--- config.mk ---
export PLATFORM = sky130hd
export DESIGN_NAME = ctrl_pipe
export DESIGN_NICKNAME = d
export VERILOG_FILES = /design/src/rtl/ctrl_pipe.sv
export SDC_FILE = /design/constraint.sdc
export NUM_CORES = 1
export LEC_CHECK = 0
export BUFFER_PORTS_ARGS = -buffer_cell sky130_fd_sc_hd__clkbuf_2
export CORE_ASPECT_RATIO = 0.8
export CORE_MARGIN = 2
export CORE_UTILIZATION = 50
export CTS_CLUSTER_DIAMETER = 50
export DETAILED_ROUTE_END_ITERATION = 7
export PLACE_DENSITY = 0.79
export SYNTH_ARGS = -nofsm -noshare
export SYNTH_HDL_FRONTEND = slang
export SYNTH_SLANG_ARGS = --single-unit
--- constraint.sdc ---
create_clock -name clk -period 2.9 [get_ports clk]
set_clock_uncertainty 0.15 [all_clocks]
set_input_delay 0.58 -clock clk [delete_from_list [all_inputs] [get_ports clk]]
set_output_delay 0.58 -clock clk [all_outputs]
set_load 0.03 [all_outputs]
--- src/rtl/ctrl_pipe.sv ---
// rtl/ctrl_pipe.sv - decoded control word pipeline D->E->M->W with load-use
// stall, redirect bubbles and retired-instruction counting.
module ctrl_pipe (
  input  logic        clk,
  input  logic        reset,
  input  logic        hold,
  input  logic        RedirectE,
  input  logic        ValidD,
  input  logic        RegWriteD,
  input  logic        MemWriteD,
  input  logic        ALUSrcD,
  input  logic        PCResultSrcD,
  input  logic [2:0]  ResultSrcD,
  input  logic [1:0]  ALUOpD,
  input  logic [4:0]  rdD,
  input  logic [4:0]  rs1D,
  input  logic [4:0]  rs2D,
  output logic        RegWriteE,
  output logic        MemWriteE,
  output logic        ALUSrcE,
  output logic        PCResultSrcE,
  output logic [2:0]  ResultSrcE,
  output logic [1:0]  ALUOpE,
  output logic [4:0]  rdE,
  output logic        ValidE,
  output logic        RegWriteM,
  output logic        MemWriteM,
  output logic [2:0]  ResultSrcM,
  output logic [4:0]  rdM,
  output logic        ValidM,
  output logic        RegWriteW,
  output logic [2:0]  ResultSrcW,
  output logic [4:0]  rdW,
  output logic        ValidW,
  output logic        StallF,
  output logic        StallD,
  output logic        FlushD,
  output logic [31:0] InstRet
);

  typedef struct packed {
    logic       reg_write;
    logic       mem_write;
    logic       alu_src;
    logic       pc_result_src;
    logic [2:0] result_src;
    logic [1:0] alu_op;
    logic [4:0] rd;
    logic       valid;
  } ex_ctrl_t;

  typedef struct packed {
    logic       reg_write;
    logic       mem_write;
    logic [2:0] result_src;
    logic [4:0] rd;
    logic       valid;
  } mem_ctrl_t;

  typedef struct packed {
    logic       reg_write;
    logic [2:0] result_src;
    logic [4:0] rd;
    logic       valid;
  } wb_ctrl_t;

  localparam logic [2:0] RESULT_LOAD = 3'b001;

  ex_ctrl_t  ex_q,  ex_d;
  mem_ctrl_t mem_q, mem_d;
  wb_ctrl_t  wb_q,  wb_d;
  logic [31:0] instret_q, instret_d;
  logic        lw_stall;

  // rd = 0 is never a real destination, so it can never create a hazard
  assign lw_stall = ex_q.valid & (ex_q.result_src == RESULT_LOAD) & (ex_q.rd != 5'd0) &
                    ((ex_q.rd == rs1D) | (ex_q.rd == rs2D));

  assign StallF = lw_stall & ~RedirectE & ~hold;
  assign StallD = lw_stall & ~RedirectE & ~hold;
  assign FlushD = RedirectE & ~hold;

  always_comb begin
    ex_d = '0;
    if (!(lw_stall || RedirectE)) begin
      ex_d.reg_write     = RegWriteD;
      ex_d.mem_write     = MemWriteD;
      ex_d.alu_src       = ALUSrcD;
      ex_d.pc_result_src = PCResultSrcD;
      ex_d.result_src    = ResultSrcD;
      ex_d.alu_op        = ALUOpD;
      ex_d.rd            = rdD;
      ex_d.valid         = ValidD;
    end

    mem_d.reg_write  = ex_q.reg_write;
    mem_d.mem_write  = ex_q.mem_write;
    mem_d.result_src = ex_q.result_src;
    mem_d.rd         = ex_q.rd;
    mem_d.valid      = ex_q.valid;

    wb_d.reg_write  = mem_q.reg_write;
    wb_d.result_src = mem_q.result_src;
    wb_d.rd         = mem_q.rd;
    wb_d.valid      = mem_q.valid;

    instret_d = instret_q + {31'd0, wb_q.valid};
  end

  always_ff @(posedge clk or posedge reset) begin
    if (reset) begin
      ex_q      <= '0;
      mem_q     <= '0;
      wb_q      <= '0;
      instret_q <= '0;
    end else if (!hold) begin
      ex_q      <= ex_d;
      mem_q     <= mem_d;
      wb_q      <= wb_d;
      instret_q <= instret_d;
    end
  end

  assign RegWriteE    = ex_q.reg_write;
  assign MemWriteE    = ex_q.mem_write;
  assign ALUSrcE      = ex_q.alu_src;
  assign PCResultSrcE = ex_q.pc_result_src;
  assign ResultSrcE   = ex_q.result_src;
  assign ALUOpE       = ex_q.alu_op;
  assign rdE          = ex_q.rd;
  assign ValidE       = ex_q.valid;

  assign RegWriteM  = mem_q.reg_write;
  assign MemWriteM  = mem_q.mem_write;
  assign ResultSrcM = mem_q.result_src;
  assign rdM        = mem_q.rd;
  assign ValidM     = mem_q.valid;

  assign RegWriteW  = wb_q.reg_write;
  assign ResultSrcW = wb_q.result_src;
  assign rdW        = wb_q.rd;
  assign ValidW     = wb_q.valid;

  assign InstRet = instret_q;

endmodule

==> results.json <==
{
  "antenna_cells": 0,
  "fp.dieH_um": 74.1,
  "internal_power_mw": 1.69,
  "powerDensity_nw_per_um2": 663,
  "portBuffers": 99,
  "worstSkewPairLatency_ns": 0.33,
  "antenna_found_initial": 0,
  "final_util_pct": 65.4,
  "synth_seq_cells": 68,
  "dieArea_um2": 6800,
  "critPathSlowestCell": "dfrtp_1",
  "setup_slack_ns": 0.195,
  "dp_slack_ns": 0.422,
  "clock-root-buffer": "clkbuf_8",
  "clk_pin_slew_worst_paths_ns": 0.07,
  "ant_nets": 0,
  "synthTopCellsByCount": "68 x dfrtp_1, 36 x xnor2_1, 30 x nand2_1",
  "worstRegToRegCells": 6,
  "hold_class": "input pin to asynchronous set/reset pin",
  "routed-wl-met3_um": 514,
  "synth_top_family_by_area": "simple AND/OR/NAND/NOR gates",
  "max_freq_mhz": 370,
  "design_area_um2": 3870,
  "tns_ns": 0,
  "wl_per_cell_um": 15.0,
  "area_growth_pct": 25.8,
  "setup_viol": 0,
  "dp_hpwl_um": 4900,
  "wl_met2_um": 3240,
  "cp-endpoint": "StallD",
  "max_stage_delay_ns": 0.55,
  "drt_pass1_iterations": 4,
  "post_dp_cell_area_um2": 3680,
  "ys_warn_count": 0,
  "synthAdderAreaFrac_pct": 0.814,
  "coreArea_um2": 5910,
  "fin_nets": 395,
  "first_global_vias": 2278,
  "cts.sinks": 68,
  "cts_buffer_depth": 2,
  "startpoint_type": "flip-flop",
  "viasPerCell": 5.37,
  "drtIter0Drc": 63,
  "cp_max_fo": 6,
  "crit_start": "rdE[0]$_DFFE_PP0N_",
  "worstPathRequired_ns": 2.17,
  "worstSetupPathType": "flip-flop to output pin",
  "grt_use_total_pct": 21.1,
  "hold_buffers": 0,
  "max-cap-violations": 0,
  "cp.arrival_ns": 1.97,
  "r2r_end": "InstRet[22]$_DFFE_PP0N_",
  "power_frac_seq_pct": 46.5,
  "ios": 100,
  "grt_max_degree": 43,
  "top_layer_used": "met4",
  "rows": 25,
  "peakVddDrop_uv": 392,
  "synth_top_area_share_pct": 55.4,
  "tritoncts": "yes",
  "async_reset_ff_share_pct": 100,
  "post_cts_buffers": 0,
  "synthFlopType": "dfrtp_1",
  "crit_path_end_kind": "output pin",
  "layout-drive-gt1-share_pct": 40.8,
  "worst_pin_slew_ns": 0.586,
  "report.final.slew_viol_count": 0,
  "drc": 0,
  "synth.distinct_cells": 29,
  "synth-compound-area-share_pct": 7.45,
  "synth.most_common_cell": "dfrtp_1",
  "avgSynthCellArea_um2": 11.9,
  "grt_pass1_wl_um": 11000,
  "synth_area_um2": 3070,
  "hold_viol_final": 0,
  "rsz0062_at_grt": "no",
  "synth_nets": 290,
  "die_width_um": 91.7,
  "yosys.area_share.simple_pct": 14.0,
  "m1WireLength_um": 2940,
  "cts.htree.levels": 3,
  "start_util_pct": 52.0,
  "rrSetupSlack_ns": 0.79,
  "cts_resized": 0,
  "synth_edf_count": 0,
  "ys_seq_area_share_pct": 55.4,
  "routed_wirelength_um": 6730,
  "place_congestion": 0.771,
  "synthCells": 259,
  "power_frac_clock_pct": 28.4,
  "rr_startpoint": "InstRet[0]$_DFFE_PP0N_",
  "synth_xor_area_share_pct": 11.4,
  "crit_chain": "xnor2_1 -> nand3_1 -> o22ai_1 -> nor4b_2 -> clkbuf_2",
  "p_switching_mw": 0.871,
  "maxSlewHeadroom_pct": 60.6,
  "muxShareOfSynthArea_pct": 8.42,
  "synth.area.top_cells": "dfrtp_1 55%, xnor2_1 10%, mux2_2 8.4%, a32oi_1 4.3%, nand2_1 3.7%",
  "fin_crit_ns": 2.70,
  "yosysTopAreaCell": "dfrtp_1",
  "p_sw_share_pct": 34.0,
  "power.leakage_nw": 1.87,
  "cts-buffers-inserted": 9,
  "post-route-period-util_pct": 93.3,
  "dr_total_vias": 2412,
  "status": "completed",
  "overflow": 0,
  "combPwrFrac_pct": 25.1
}
[cell type report]
type,instances,area (um2)
clock inverter,1,5.00
timing repair buffer,106,561
tap,81,101
multi-input combinational,175,1300
sequential,68,1700
clock buffer,14,183
fill,510,2050
inverter,4,15.0
[how the worst min path moves through the flow]
stage	endpoint	slack, ns	cells past startpoint
finish	rdW[0]$_DFFE_PP0N_	0.13	2
global route	rdW[0]$_DFFE_PP0N_	0.16	2
CTS	rdW[0]$_DFFE_PP0N_	0.13	2
detailed placement	InstRet[31]$_DFFE_PP0N_	0.33	1
global placement	InstRet[31]$_DFFE_PP0N_	0.31	1
floorplan	InstRet[31]$_DFFE_PP0N_	0.50	1
[power by group through the flow]
stage / clock network, mW / logic (mW) / registers [mW]
global placement: 0 / 0.635 / 1.20
global route: 0.790 / 0.693 / 1.21
floorplan: 0 / 0.214 / 1.42
CTS: 0.751 / 0.650 / 1.19
finish: 0.729 / 0.643 / 1.19
detailed placement: 0 / 0.650 / 1.21
[worst max-delay path: cells and delay by family, from the launching register on]
family          cells  cell delay (ns)
buf+inv             1             0.27
xor+xnor            1             0.16
simple gates        2             0.43
compound gates      1             0.23
flops               1             0.55
[sequential cells by signal (all words and copies together) (netlist names)]
name,count
InstRet,32
ResultSrcE,3
ValidW,1
MemWriteM,1
ResultSrcW,3
rdE,5
PCResultSrcE,1
RegWriteE,1
ALUOpE,2
rdM,5
ValidE,1
ValidM,1
RegWriteW,1
rdW,5
RegWriteM,1
MemWriteE,1
ResultSrcM,3
ALUSrcE,1
[kinds of logic after synthesis]
| logic type | after synthesis |
|---|---|
| muxes | 23 |
| and+or+nand+nor | 78 |
| buffers and inverters | 16 |
| xor gates and xnor gates | 40 |
| adders and majority gates | 2 |
| AOI/OAI and AO/OA | 32 |
| DFF | 68 |
[metrics by stage]
stage	cells	power [mW]	hold slack (ns)
floorplan	259	1.64	0.504
global placement	434	1.84	0.311
detailed placement	434	1.86	0.330
CTS	449	2.59	0.135
global route	449	2.69	0.164
finish	449	2.56	0.130
[cell usage in the layout (no fill, tap or decap), types with 2 or more instances in the layout]
cell type  count
a32oi_1       15
buf_4          6
clkbuf_2      99
clkbuf_8      13
dfrtp_1       68
ha_1           2
inv_1          3
mux2_2        23
nand2_1       30
nand3_1       15
nand4_1       10
nor2_1         8
nor2b_1        2
nor3_1         3
nor4_4         2
o21ai_0       14
xnor2_1       36
xor2_1         4
[layer usage]
layer  up-vias  track usage, %
met4         0            6.23
met2        90            34.3
met3         6            8.81
met5         -               0
li1       1129               -
met1      1187            26.1
(Power assumes the default switching activity.)
